**config.mk**
```make
export PLATFORM = sky130hd
export DESIGN_NAME = elevator_call_scheduler
export DESIGN_NICKNAME = d
export VERILOG_FILES = /design/src/rtl/elevator_pkg.sv /design/src/rtl/call_debounce.sv /design/src/rtl/elevator_call_scheduler.sv
export SDC_FILE = /design/constraint.sdc
export NUM_CORES = 1
export LEC_CHECK = 0
export ABC_AREA = 1
export BUFFER_PORTS_ARGS = -buffer_cell sky130_fd_sc_hd__clkbuf_2
export CORE_ASPECT_RATIO = 1.4
export CORE_MARGIN = 2
export CORE_UTILIZATION = 40
export CTS_CLUSTER_DIAMETER = 200
export DETAILED_ROUTE_END_ITERATION = 10
export GPL_ROUTABILITY_DRIVEN = 0
export HOLD_SLACK_MARGIN = 0.05
export PLACE_DENSITY = 0.57
export SLEW_MARGIN = 30
export SYNTH_ARGS = -nofsm -noshare
export SYNTH_HDL_FRONTEND = slang
export SYNTH_SLANG_ARGS = --single-unit
```
**constraint.sdc**
```tcl
create_clock -name clk -period 5.5 [get_ports clk]
set_input_delay 1.1 -clock clk [delete_from_list [all_inputs] [get_ports clk]]
set_output_delay 1.1 -clock clk [all_outputs]
set_load 0.02 [all_outputs]
```
**src/rtl/elevator_pkg.sv**
```systemverilog
// Shared types and defaults for the elevator call scheduler.
// Holds the sweep FSM state encoding and the default floor geometry.
package elevator_pkg;

    typedef enum logic [1:0] {
        S_IDLE = 2'd0,
        S_UP   = 2'd1,
        S_DOWN = 2'd2,
        S_FIRE = 2'd3
    } state_t;

    localparam int FLOOR_G              = 0;
    localparam int DEF_NUM_FLOORS       = 4;
    localparam int DEF_FLOOR_W          = 2;
    localparam int DEF_DEBOUNCE_CYCLES  = 4;
    localparam int DEF_TIMEOUT_CYCLES   = 64;

endpackage

```
**src/rtl/call_debounce.sv**
```systemverilog
// Debounce for one call button: 2-flop synchroniser, saturating run counter,
// single-cycle press pulse. Ports: clk, rst (async active-low), btn (raw), press.
module call_debounce #(
    parameter int DEBOUNCE_CYCLES = 4
) (
    input  logic clk,
    input  logic rst,
    input  logic btn,
    output logic press
);

    localparam int CW = $clog2(DEBOUNCE_CYCLES + 1);

    logic          sync1;
    logic          sync2;
    logic [CW-1:0] cnt;

    always_ff @(posedge clk or negedge rst) begin
        if (!rst) begin
            sync1 <= 1'b0;
            sync2 <= 1'b0;
            cnt   <= '0;
        end else begin
            sync1 <= btn;
            sync2 <= sync1;
            if (!sync2)
                cnt <= '0;
            else if (cnt != CW'(DEBOUNCE_CYCLES))
                cnt <= cnt + 1'b1;
        end
    end

    // Fires on the edge the counter reaches its limit; saturation stops repeats.
    assign press = sync2 && (cnt == CW'(DEBOUNCE_CYCLES - 1));

endmodule

```
**src/rtl/elevator_call_scheduler.sv**
```systemverilog
// SCAN call scheduler: debounced calls, pending latch, sweep FSM, one-hot req_out.
// Ports: clk, rst, btn, cur_floor, door_open, firealarm -> req_out, pending, dir_up, busy
// Optional CALL_TIMEOUT_EN adds per-floor age counters and the call_stale output.
import elevator_pkg::*;

module elevator_call_scheduler #(
    parameter int NUM_FLOORS      = DEF_NUM_FLOORS,
    parameter int FLOOR_W         = DEF_FLOOR_W,
    parameter int DEBOUNCE_CYCLES = DEF_DEBOUNCE_CYCLES,
    parameter int TIMEOUT_CYCLES  = DEF_TIMEOUT_CYCLES
) (
    input  logic                  clk,
    input  logic                  rst,
    input  logic [NUM_FLOORS-1:0] btn,
    input  logic [FLOOR_W-1:0]    cur_floor,
    input  logic                  door_open,
    input  logic                  firealarm,
    output logic [NUM_FLOORS-1:0] req_out,
    output logic [NUM_FLOORS-1:0] pending,
    output logic                  dir_up,
`ifdef CALL_TIMEOUT_EN
    output logic                  call_stale,
`endif
    output logic                  busy
);

    state_t state;
    state_t state_n;

    logic [NUM_FLOORS-1:0] press;
    logic [NUM_FLOORS-1:0] pend_n;
    logic [NUM_FLOORS-1:0] clr;
    logic [NUM_FLOORS-1:0] req_n;
    logic [NUM_FLOORS-1:0] stale_vec;

    logic [FLOOR_W-1:0] cf;
    logic [FLOOR_W-1:0] up_t;
    logic [FLOOR_W-1:0] dn_t;
    logic [FLOOR_W-1:0] du;
    logic [FLOOR_W-1:0] dd;
    logic [FLOOR_W-1:0] stale_f;
    logic [FLOOR_W-1:0] tgt_f;

    logic has_above;
    logic has_below;
    logic stale_hit;
    logic ovr;
    logic tgt_vld;

    genvar g;
    generate
        for (g = 0; g < NUM_FLOORS; g++) begin : g_btn
            call_debounce #(
                .DEBOUNCE_CYCLES(DEBOUNCE_CYCLES)
            ) u_deb (
                .clk  (clk),
                .rst  (rst),
                .btn  (btn[g]),
                .press(press[g])
            );
        end
    endgenerate

    // Out-of-range floor codes behave as the top floor.
    always_comb begin
        cf = cur_floor;
        if (int'(cur_floor) >= NUM_FLOORS)
            cf = FLOOR_W'(NUM_FLOORS - 1);
    end

    // Nearest pending floor on each side of the car.
    always_comb begin
        has_above = 1'b0;
        has_below = 1'b0;
        up_t      = cf;
        dn_t      = cf;
        for (int i = NUM_FLOORS - 1; i >= 0; i--) begin
            if (pending[i] && i > int'(cf)) begin
                has_above = 1'b1;
                up_t      = FLOOR_W'(i);
            end
        end
        for (int i = 0; i < NUM_FLOORS; i++) begin
            if (pending[i] && i < int'(cf)) begin
                has_below = 1'b1;
                dn_t      = FLOOR_W'(i);
            end
        end
        du = up_t - cf;
        dd = cf - dn_t;
    end

`ifdef CALL_TIMEOUT_EN
    localparam int AW = $clog2(TIMEOUT_CYCLES + 1);

    logic [AW-1:0] age [NUM_FLOORS];

    // Ages clear on the same edge as their pending bit.
    always_ff @(posedge clk or negedge rst) begin
        if (!rst) begin
            for (int i = 0; i < NUM_FLOORS; i++)
                age[i] <= '0;
        end else begin
            for (int i = 0; i < NUM_FLOORS; i++) begin
                if (!pend_n[i])
                    age[i] <= '0;
                else if (age[i] != AW'(TIMEOUT_CYCLES))
                    age[i] <= age[i] + 1'b1;
            end
        end
    end

    always_comb begin
        stale_vec = '0;
        for (int i = 0; i < NUM_FLOORS; i++)
            stale_vec[i] = (age[i] == AW'(TIMEOUT_CYCLES));
    end

    assign call_stale = |stale_vec;
`else
    assign stale_vec = '0;
`endif

    // Lowest stale floor wins.
    always_comb begin
        stale_hit = 1'b0;
        stale_f   = '0;
        for (int i = NUM_FLOORS - 1; i >= 0; i--) begin
            if (stale_vec[i]) begin
                stale_hit = 1'b1;
                stale_f   = FLOOR_W'(i);
            end
        end
    end

    assign ovr = stale_hit && (stale_f != cf) && !firealarm && (state != S_FIRE);

    always_comb begin
        state_n = state;
        if (firealarm) begin
            state_n = S_FIRE;
        end else begin
            unique case (state)
                S_FIRE: state_n = S_IDLE;
                S_UP:   state_n = has_above ? S_UP :
                                  (has_below ? S_DOWN : S_IDLE);
                S_DOWN: state_n = has_below ? S_DOWN :
                                  (has_above ? S_UP : S_IDLE);
                S_IDLE: begin
                    unique case (1'b1)
                        has_above && has_below:
                            state_n = (du <= dd) ? S_UP : S_DOWN;
                        has_above && !has_below:
                            state_n = S_UP;
                        !has_above && has_below:
                            state_n = S_DOWN;
                        default:
                            state_n = S_IDLE;
                    endcase
                end
            endcase
            if (ovr)
                state_n = (stale_f > cf) ? S_UP : S_DOWN;
        end
    end

    // Target follows the state being entered, so req_out moves with the state.
    always_comb begin
        tgt_vld = 1'b1;
        tgt_f   = FLOOR_W'(FLOOR_G);
        unique case (state_n)
            S_FIRE: tgt_f   = FLOOR_W'(FLOOR_G);
            S_UP:   tgt_f   = ovr ? stale_f : up_t;
            S_DOWN: tgt_f   = ovr ? stale_f : dn_t;
            S_IDLE: tgt_vld = 1'b0;
        endcase
        req_n = tgt_vld ? (NUM_FLOORS'(1) << tgt_f) : '0;
    end

    // Clear beats set; fire recall wipes and blocks new calls.
    always_comb begin
        clr    = door_open ? (NUM_FLOORS'(1) << cf) : '0;
        pend_n = (pending | press) & ~clr;
        if (firealarm || state == S_FIRE)
            pend_n = '0;
    end

    always_ff @(posedge clk or negedge rst) begin
        if (!rst) begin
            state   <= S_IDLE;
            pending <= '0;
            req_out <= '0;
        end else begin
            state   <= state_n;
            pending <= pend_n;
            req_out <= req_n;
        end
    end

    assign dir_up = (state == S_UP);
    assign busy   = (|pending) || (state == S_FIRE);

endmodule
```
==> key figures, run 1 <==
Global routing
  – First-pass GRT wire length: 4970 um
  – Largest net degree at the start of global routing: 31
  – GR Util All Layers: 0.144
  – Vias in the first global route: 1164
  – Overflow after GRT: 0
  – Initial antenna violation count: 0

Synthesis
  – Post-synthesis simple-gate area fraction: 0.153
  – Mapped cell area: 1590 um2
  – Mapped Cells: 173
  – Post-Synth XOR/XNOR Area: 0.0110
  – Combinational family with the most area after synthesis: simple AND/OR/NAND/NOR gates
  – Post-synth cell types: 21
  – Post-synthesis compound-gate area fraction: 0.122
  – Syn Nets: 202
  – Post-synthesis sequential area ratio: 0.473
  – Synth Register Bits: 30
  – Adder-cell share of the synthesized area: 0.150
  – Yosys warning count: 0
  – Post-synthesis mux area share: 0
  – Syn avg cell area: 9.17 um2

Power and ir drop
  – VDD IR-drop max: 0.160 mV
  – P per Cell Area: 356 nW/um2
  – Total power: 0.000654 W
  – Leakage power total: 1.00 nW

Clocking
  – Cts repair resizes: 0
  – Clock slew seen by the registers of the worst setup and hold paths: 0.07 ns
  – Clock buffer depth: 2
  – CTS root buf: clkbuf_8
  – Worst-skew pair later-pin latency: 0.28 ns
  – Postcts setup bufs: 0
  – H-tree depth: 2
  – Cts-stage hold buffer count: 0
  – Num CTS Buffers: 5
  – CTS tree: yes
  – Clk sinks: 30

Floorplanning
  – Die width: 57.2 um
  – Initial Util: 0.408
  – Full die area: 4490 um2
  – Row Count: 27
  – Core area: 3880 um2
  – Die Span Y: 78.5 um
  – IO Count: 20

Critical path
  – Critical path's most frequent cell: nand2_1
  – R2R Setup Slk: 2.88 ns
  – CP Class: input port to flop
  – Worst path top cell family by delay: simple AND/OR/NAND/NOR gates
  – Endpoint class of the critical path: flop
  – Worst EP required: 5.67 ns
  – Crit start category: input port
  – Worst path max stage delay: 0.30 ns
  – CP cell instances: clkbuf_2 -> clkinv_2 -> nand2_1 -> nand2_1 -> nand2_1 -> inv_1 -> ha_1 -> xor2_1 -> inv_1 -> ha_1 -> nand2_1 -> nand2_1 -> nand2_1 -> nand3_2 -> a21oi_1 -> ha_1 -> nand3_1 -> nand2_1 -> nand2_1 -> inv_1 -> nor2_1
  – Slowest stage cell, crit path: ha_1
  – CP arrival: 3.50 ns
  – Crit path buffers/inverters: 5
  – Crit-path max FO: 8

Timing
  – Fin worst setup slack: 2.17 ns
  – Final hold violation count: 0
  – Fmax: 300 MHz
  – Crit share post-route: 0.606
  – Setup TNS: 0 ns
  – Final setup fails: 0
  – Final Skew: 0.00796 ns
  – Slew margin rel.: 0.511
  – Final Max Tran Viols: 0
  – RSZ-0062 raised after global routing: false
  – Min Tclk post-route: 3.33 ns
  – Worst slew pin tran: 0.734 ns

Finish
  – Most common cell after layout, fill and taps aside: inv_1
  – Area Growth Syn to Fin: 15.6%
  – Layout cell share with drive strength beyond 1: 0.191
  – Final non-filler cell total: 242
  – Design Area, Final: 1830 um2
  – Diode count: 0
  – Final nets: 227
  – Most frequent cells in the layout: inv_1, nand2_1, dfrtp_1, ha_1, clkbuf_2
  – FILL cells: 386

Detailed routing
  – DR iter-0 viols: 27
  – Residual DRC: 0
  – Drt pass-1 iters: 4
  – Via density: 4.96
  – DR vias: 1200
  – Wirelength per Cell: 11.4 um
  – Detail Route Antenna Nets: 0
  – Routed WL: 2750 um

Place
  – Number of port buffers: 19
  – Hpwl dp: 2230 um
  – Placed Cells incl. Taps: 234
  – Dpl ws: 1.86 ns
  – Placed inst area: 1720 um2

Min path
  – Worst hold-check path type: flop to flop

Flow run
  – Max-cap violations: 0

Outcome
  – Status: finished clean
## kinds of logic after synthesis
logic type,after synthesis
buffers and inverters,36
AND/OR/NAND/NOR,53
flip-flops,30
XOR/XNOR,2
AO/OA/AOI/OAI,33
adder cells (fa/ha/maj),19
## report_power, final
part	internal [W]	total (W)	leakage [nW]	switching, W
combinational	0.0000622	0.000161	0.564	0.0000984
clock	0.000126	0.000203	0.0575	0.0000772
sequential	0.000262	0.000290	0.381	0.0000274
## area by class of cell
class / instances / area (um2) / share of cell area
well taps: 43 / 53.8 / 0.0293
clock buffers: 8 / 110 / 0.0600
flip-flops and latches: 30 / 751 / 0.409
repair buffers: 19 / 95.1 / 0.0518
multi-input cells: 107 / 692 / 0.377
inverters: 35 / 133 / 0.0723
## per-layer routing
| layer | wire length, um | global-route usage | vias up | share of wire |
|---|---|---|---|---|
| met3 | 124 | 0.0445 | 5 | 0.045 |
| met5 | 0 | 0 | - | 0 |
| li1 | - | - | 602 | - |
| met1 | 1150 | 0.167 | 576 | 0.42 |
| met2 | 1440 | 0.247 | 17 | 0.52 |
| met4 | 33 | 0.0488 | 0 | 0.012 |
## sequential cells by signal (all words and copies together), names as in the netlist
signal,count
state,2
g_btn.u_deb.sync2,4
g_btn.u_deb.cnt,12
g_btn.u_deb.sync1,4
req_out,4
pending,4
## synthesized netlist by cell type
library cell | n | area [um2]
dfrtp_1 | 30 | 751
nor2_2 | 1 | 6.26
nor2_1 | 6 | 22.5
clkinv_2 | 1 | 5.00
o21ai_0 | 9 | 45.0
nand3_2 | 4 | 40.0
nand2_1 | 32 | 120
o21ai_2 | 2 | 17.5
inv_1 | 33 | 124
a21boi_0 | 3 | 22.5
a21oi_1 | 15 | 75.1
nand3_1 | 7 | 35.0
a211oi_1 | 1 | 7.51
ha_1 | 19 | 238
xnor2_1 | 1 | 8.76
nand4_1 | 1 | 6.26
inv_2 | 1 | 3.75
buf_6 | 1 | 11.3
xor2_1 | 1 | 8.76
a311oi_1 | 3 | 26.3
nand2_2 | 2 | 12.5
## metrics by stage
stage,util,hold slack [ns]
after floorplan,-,0.331
after global placement,0.444,0.332
after detailed placement,0.444,0.336
after CTS,0.472,0.348
after global routing,0.472,0.355
final,0.472,0.343
## final timing paths
path,from,endpoint,depth (start not counted)
max in group asynchronous,rst,g_btn[0].u_deb.cnt[2]$_DFFE_PN0P_,1
hold reg to reg,g_btn[1].u_deb.sync1$_DFF_PN0_,g_btn[1].u_deb.sync2$_DFF_PN0_,0
hold / removal,g_btn[1].u_deb.sync1$_DFF_PN0_,g_btn[1].u_deb.sync2$_DFF_PN0_,0
min in group asynchronous,rst,g_btn[2].u_deb.cnt[0]$_DFFE_PN0P_,1
setup / recovery,cur_floor[1],req_out[0]$_DFF_PN0_,21
setup reg to reg,pending[2]$_DFF_PN0_,req_out[0]$_DFF_PN0_,18
## worst register-to-register path, stage by stage, from the launching register on
cell and delay (ns):
dfrtp_1 0.43, nand3_2 0.16, nand2_1 0.10, inv_1 0.04
ha_1 0.18, xnor2_1 0.15, inv_1 0.06, ha_1 0.29
nand2_1 0.07, nand2_1 0.05, nand2_1 0.08, nand3_2 0.09
a21oi_1 0.23, ha_1 0.23, nand3_1 0.09, nand2_1 0.11
nand2_1 0.07, inv_1 0.06, nor2_1 0.04
(Power assumes the default switching activity.)
==> inputs of run 2 (changes only) <==
==> constraint.sdc (replaced) <==
create_clock -name clk -period 3.3 [get_ports clk]
set_input_delay 0.66 -clock clk [delete_from_list [all_inputs] [get_ports clk]]
set_output_delay 0.66 -clock clk [all_outputs]
set_load 0.02 [all_outputs]
==> key figures, run 2 (synthesis gave the netlist of run 1 again) <==
Outcome
  – Status: finished clean

Floorplanning
  – Die width: 57.2 um (unchanged)
  – IO Count: 20 (unchanged)
  – Row Count: 27 (unchanged)
  – Initial Util: 0.408 (unchanged)
  – Core area: 3880 um2 (unchanged)
  – Full die area: 4490 um2 (unchanged)
  – Die Span Y: 78.5 um (unchanged)

Critical path
  – CP cell instances: clkbuf_2 -> nor2_2 -> nand2_2 -> nand2_1 -> inv_1 -> ha_1 -> xor2_1 -> inv_1 -> ha_1 -> a21oi_1 -> nand2_1 -> nand3_2 -> nand2_1 -> a21oi_1 -> ha_1 -> nand3_2 -> nand2_2 -> nand2_1 -> nand2_1 -> nor2_1
  – CP endpoint: req_out[0]$_DFF_PN0_
  – Slowest stage cell, crit path: ha_1
  – CP Class: input port to flop
  – R2R Setup Slk: 0.62 ns (-2.26 ns)
  – Worst EP required: 3.48 ns (-2.19 ns)
  – Crit start category: input port
  – Crit-path max FO: 7 (-1)
  – CP arrival: 3.08 ns (-0.42 ns)
  – Worst Reg-to-Reg Cells: 19 (+1)
  – Reg2reg end: req_out[0]$_DFF_PN0_
  – RR Startpoint: pending[1]$_DFF_PN0_
  – Worst Setup SP: cur_floor[0]
  – Critical path's most frequent cell: nand2_1
  – Endpoint class of the critical path: flop
  – Worst path max stage delay: 0.30 ns (about the same)

Finish
  – Diode count: 0 (unchanged)
  – Final nets: 227 (unchanged)
  – Most flops, register: g_btn.u_deb.cnt
  – Max FFs per register: 12 (unchanged)
  – Area Growth Syn to Fin: 15.7% (about the same)
  – Most frequent cells in the layout: inv_1, nand2_1, dfrtp_1, ha_1, clkbuf_2
  – Most common cell after layout, fill and taps aside: inv_1
  – Layout cell share with drive strength beyond 1: 0.191 (unchanged)

Power and ir drop
  – VDD IR-drop max: 0.399 mV (+150%)
  – Sw Pwr: 0.000339 W (+67%)
  – P_int: 0.000749 W (+66%)
  – Sequential share of power: 0.445 (+0.002)
  – Leakage power total: 1.00 nW (about the same)
  – Sw Ratio: 0.312 (+0.00123)
  – P per Cell Area: 593 nW/um2 (+66%)
  – Clock network fraction of design power: 0.313 (+0.002)
  – Combinational Power Share: 0.243 (-0.003)

Clocking
  – Postcts setup bufs: 0 (unchanged)
  – Cts repair resizes: 0 (unchanged)
  – Clock buffer depth: 2 (unchanged)
  – Clk sinks: 30 (unchanged)
  – CTS tree: yes
  – Clock slew seen by the registers of the worst setup and hold paths: 0.06 ns (about the same)
  – Worst-skew pair later-pin latency: 0.28 ns (about the same)
  – Num CTS Buffers: 5 (unchanged)
  – CTS root buf: clkbuf_8
  – H-tree depth: 2 (unchanged)
  – Cts-stage hold buffer count: 0 (unchanged)

Detailed routing
  – DR vias: 1199 (-0.083%)
  – Detail Route Antenna Nets: 0 (unchanged)
  – DR iter-0 viols: 38 (+41%)
  – Wirelength per Cell: 11.5 um (+0.84%)
  – Drt pass-1 iters: 4 (unchanged)
  – Routed WL: 2770 um (+0.84%)
  – Via density: 4.95 (about the same)
  – Residual DRC: 0 (unchanged)

Timing
  – Fmax: 344 MHz
  – Fin worst setup slack: 0.394 ns (-1.77 ns)
  – WHS: 0.346 ns (+0.00314 ns)
  – Final hold violation count: 0 (unchanged)
  – Crit share post-route: 0.881
  – Worst slew pin tran: 0.729 ns (-0.00460 ns)
  – Setup TNS: 0 ns (unchanged)
  – Final Max Tran Viols: 0 (unchanged)
  – Slew margin rel.: 0.514 (+0.00306)
  – RSZ-0062 raised after global routing: false
  – Min Tclk post-route: 2.91 ns
  – Final setup fails: 0 (unchanged)
  – Final Skew: 0.00606 ns (-0.00190 ns)

Min path
  – Hold Startpoint: g_btn[3].u_deb.sync1$_DFF_PN0_
  – Worst hold-check path type: flop to flop

Global routing
  – GR Util All Layers: 0.149 (+0.00522)
  – Largest net degree at the start of global routing: 31 (unchanged)
  – First-pass GRT wire length: 5190 um (+4.3%)
  – Overflow after GRT: 0 (unchanged)
  – Vias in the first global route: 1252 (+7.6%)
  – Initial antenna violation count: 0 (unchanged)

Place
  – Dpl ws: 0.0379 ns (-1.82 ns)
  – Hpwl dp: 2220 um (-0.50%)
  – Number of port buffers: 19 (unchanged)

Flow run
  – Max-cap violations: 0 (unchanged)
## run 2: routing by layer
layer	global-route usage	part of all wire	routed length (um)
met5	0	0	0
met4	0.0698	0.020	56
met3	0.0445	0.051	141
met2	0.253	0.52	1450
met1	0.168	0.41	1130
## run 2: worst max-delay path: cells and delay by family
kind / cells / cell delay [ns]
xor+xnor: 1 / 0.15
buf+inv: 3 / 0.27
fa+ha+maj: 3 / 0.72
simple gates: 11 / 0.96
compound gates: 2 / 0.35
## run 2: worst min path at each step
stage / end / slack, ns / cells after the start
floorplan: g_btn[0].u_deb.sync2$_DFF_PN0_ / 0.33 / 0
global placement: g_btn[3].u_deb.sync2$_DFF_PN0_ / 0.33 / 0
detailed placement: g_btn[3].u_deb.sync2$_DFF_PN0_ / 0.34 / 0
CTS: g_btn[3].u_deb.sync2$_DFF_PN0_ / 0.35 / 0
global route: g_btn[1].u_deb.sync2$_DFF_PN0_ / 0.36 / 0
finish: g_btn[3].u_deb.sync2$_DFF_PN0_ / 0.35 / 0
## run 2: layout make-up
type	instances	area, um2
well taps	43	53.8
clock buffers	8	110
fillers	394	2050
flip-flops and latches	30	751
inverters	35	134
multi-input cells	107	692
repair buffers	19	95.1
## run 2: metrics by stage
| stage | power, W | instances | cell area, um2 | util |
|---|---|---|---|---|
| detailed placement | 0.000763 | 234 | 1720 | 0.444 |
| global placement | 0.000734 | 234 | 1720 | 0.444 |
| finish | 0.00109 | 242 | 1840 | 0.472 |
| CTS | 0.00111 | 242 | 1830 | 0.472 |
| global route | 0.00119 | 242 | 1840 | 0.472 |
| floorplan | 0.000678 | 173 | 1590 | - |
## run 2: power by group through the flow
| stage | clock (W) | combinational (W) | sequential [W] |
|---|---|---|---|
| after floorplan | 0 | 0.000191 | 0.000487 |
| after global placement | 0 | 0.000250 | 0.000484 |
| after detailed placement | 0 | 0.000270 | 0.000493 |
| after CTS | 0.000353 | 0.000272 | 0.000486 |
| after global routing | 0.000366 | 0.000325 | 0.000495 |
| final | 0.000340 | 0.000264 | 0.000484 |
==> inputs of run 3 (changes only) <==
==> constraint.sdc (replaced) <==
create_clock -name clk -period 3.2 [get_ports clk]
set_input_delay 0.64 -clock clk [delete_from_list [all_inputs] [get_ports clk]]
set_output_delay 0.64 -clock clk [all_outputs]
set_load 0.02 [all_outputs]
==> key figures, run 3 (synthesis gave the netlist of run 1 again) <==
Finish
  – Most flops, register: g_btn.u_deb.cnt
  – FILL cells: 365 (-7.4%)
  – Final nets: 228 (+0.44%)
  – FF+latch area: 751 um2 (unchanged)
  – Max FFs per register: 12 (unchanged)
  – Design Area, Final: 1840 um2 (+0.27%)
  – Area Growth Syn to Fin: 16.0%
  – Diode count: 0 (unchanged)
  – Layout cell share with drive strength beyond 1: 0.195 (+0.00405)
  – Most frequent cells in the layout: inv_1, nand2_1, dfrtp_1, ha_1, clkbuf_2
  – Area of the multi-input gates: 692 um2 (unchanged)
  – Most common cell after layout, fill and taps aside: inv_1

Detailed routing
  – Detail Route Antenna Nets: 0 (unchanged)
  – Drt pass-1 iters: 4 (unchanged)
  – DR vias: 1192 (-0.58%)
  – Routed WL: 2770 um (-0.29%)
  – Wirelength per Cell: 11.4 um (-0.70%)
  – DR iter-0 viols: 30 (-21%)
  – Via density: 4.91 (-0.99%)
  – Residual DRC: 0 (unchanged)

Place
  – Placed inst area: 1730 um2 (+0.44%)
  – Number of port buffers: 19 (unchanged)
  – Hpwl dp: 2200 um (-0.60%)

Critical path
  – Worst path max stage delay: 0.30 ns (about the same)
  – Crit-path max FO: 7 (unchanged)
  – CP cell instances: clkbuf_2 -> nor2_2 -> nand2_2 -> nand2_1 -> inv_1 -> ha_1 -> xor2_1 -> inv_1 -> ha_1 -> nand2_1 -> nand2_1 -> nand2_1 -> nand3_2 -> a21oi_1 -> ha_1 -> nand3_1 -> nand2_1 -> nand2_1 -> inv_1 -> nor2_1
  – Worst path top cell family by delay: simple AND/OR/NAND/NOR gates
  – Critical path's most frequent cell: nand2_1
  – Crit path buffers/inverters: 4 (+1)
  – Worst EP required: 3.37 ns (-0.11 ns)
  – Crit start category: input port
  – CP Class: input port to flop
  – Endpoint class of the critical path: flop
  – CP arrival: 2.96 ns (-0.12 ns)
  – Slowest stage cell, crit path: ha_1

Flow run
  – Max-cap violations: 0 (unchanged)

Timing
  – Final hold violation count: 0 (unchanged)
  – Final Skew: 0.00688 ns (+0.000816 ns)
  – Slew margin rel.: 0.521 (+0.00656)
  – Fmax: 358 MHz
  – RSZ-0062 raised after global routing: false
  – Worst slew pin tran: 0.719 ns (-0.00983 ns)
  – Crit share post-route: 0.873
  – Final setup fails: 0 (unchanged)
  – Setup TNS: 0 ns (unchanged)
  – Min Tclk post-route: 2.79 ns
  – Final Max Tran Viols: 0 (unchanged)

Power and ir drop
  – Total power: 0.00114 W (+4.9%)
  – P per Cell Area: 620 nW/um2 (+4.6%)
  – Leakage power total: 1.01 nW (+0.46%)
  – VDD IR-drop max: 0.389 mV (-2.5%)

Clocking
  – Cts repair resizes: 0 (unchanged)
  – Cts-stage hold buffer count: 0 (unchanged)
  – CTS root buf: clkbuf_8
  – Postcts setup bufs: 0 (unchanged)
  – CTS tree: yes
  – H-tree depth: 2 (unchanged)
  – Num CTS Buffers: 5 (unchanged)
  – Clk sinks: 30 (unchanged)
  – Clock slew seen by the registers of the worst setup and hold paths: 0.06 ns (about the same)
  – Worst-skew pair later-pin latency: 0.28 ns (about the same)
  – Clock buffer depth: 2 (unchanged)

Floorplanning
  – Initial Util: 0.408 (unchanged)
  – Core area: 3880 um2 (unchanged)
  – Full die area: 4490 um2 (unchanged)
  – Die Span Y: 78.5 um (unchanged)
  – IO Count: 20 (unchanged)
  – Row Count: 27 (unchanged)
  – Die width: 57.2 um (unchanged)

Outcome
  – Status: finished clean

Min path
  – Worst hold-check path type: flop to flop

Global routing
  – First-pass GRT wire length: 4950 um (-4.5%)
  – Overflow after GRT: 0 (unchanged)
  – Largest net degree at the start of global routing: 31 (unchanged)
  – Initial antenna violation count: 0 (unchanged)
  – GR Util All Layers: 0.143 (-0.00629)
  – Vias in the first global route: 1180 (-5.8%)
[run 3: power breakdown]
group          leakage (nW)  internal (W)  switching [W]  total (W)
Combinational         0.568      0.000106       0.000167   0.000273
Sequential            0.381      0.000451      0.0000482   0.000499
Clock                0.0579      0.000229       0.000141   0.000369
[run 3: worst reg2reg max path: stages, from the launching register on]
cell,delay (ns)
dfrtp_1,0.45
nand2_1,0.14
o21ai_2,0.08
nand2_1,0.06
inv_1,0.04
ha_1,0.18
xnor2_1,0.17
inv_1,0.06
ha_1,0.29
nand2_1,0.07
nand2_1,0.05
nand2_1,0.07
nand3_2,0.09
a21oi_1,0.24
ha_1,0.23
nand3_1,0.10
nand2_1,0.11
nand2_1,0.08
inv_1,0.05
nor2_1,0.04
[run 3: area by class of cell]
type | count | share of cell area
flip-flops and latches | 30 | 0.408
multi-input cells | 107 | 0.376
inverters | 35 | 0.0721
repair buffers | 20 | 0.0557
clock buffers | 5 | 0.0374
well taps | 43 | 0.0292
clock inverters | 3 | 0.0218
[run 3: path summary, 6_finish.rpt]
path | to | cells after the start | slack [ns] | start
max | req_out[0]$_DFF_PN0_ | 20 | 0.41 | cur_floor[0]
min | g_btn[0].u_deb.sync2$_DFF_PN0_ | 0 | 0.35 | g_btn[0].u_deb.sync1$_DFF_PN0_
max reg2reg | req_out[0]$_DFF_PN0_ | 19 | 0.52 | pending[1]$_DFF_PN0_
min reg2reg | g_btn[0].u_deb.sync2$_DFF_PN0_ | 0 | 0.35 | g_btn[0].u_deb.sync1$_DFF_PN0_
max in group asynchronous | g_btn[0].u_deb.cnt[1]$_DFFE_PN0P_ | 1 | 2.33 | rst
min in group asynchronous | g_btn[2].u_deb.cnt[1]$_DFFE_PN0P_ | 1 | 0.40 | rst
[run 3: routing by layer]
layer	vias to the layer above	routed length, um	global-route usage
li1	602	-	-
met1	561	1130	0.157
met2	21	1420	0.234
met3	8	157	0.0527
met4	0	59	0.0767
met5	-	0	0
[run 3: metrics by stage]
step           setup WS, ns  hold WS, ns  utilization  instances
6_report              0.407        0.349        0.474        243
5_1_grt              0.0857        0.359        0.474        243
4_1_cts               0.405        0.351        0.474        243
3_5_place_dp          0.111        0.337        0.446        235
3_3_place_gp          0.168        0.331        0.446        235
2_1_floorplan         0.370        0.331            -        173
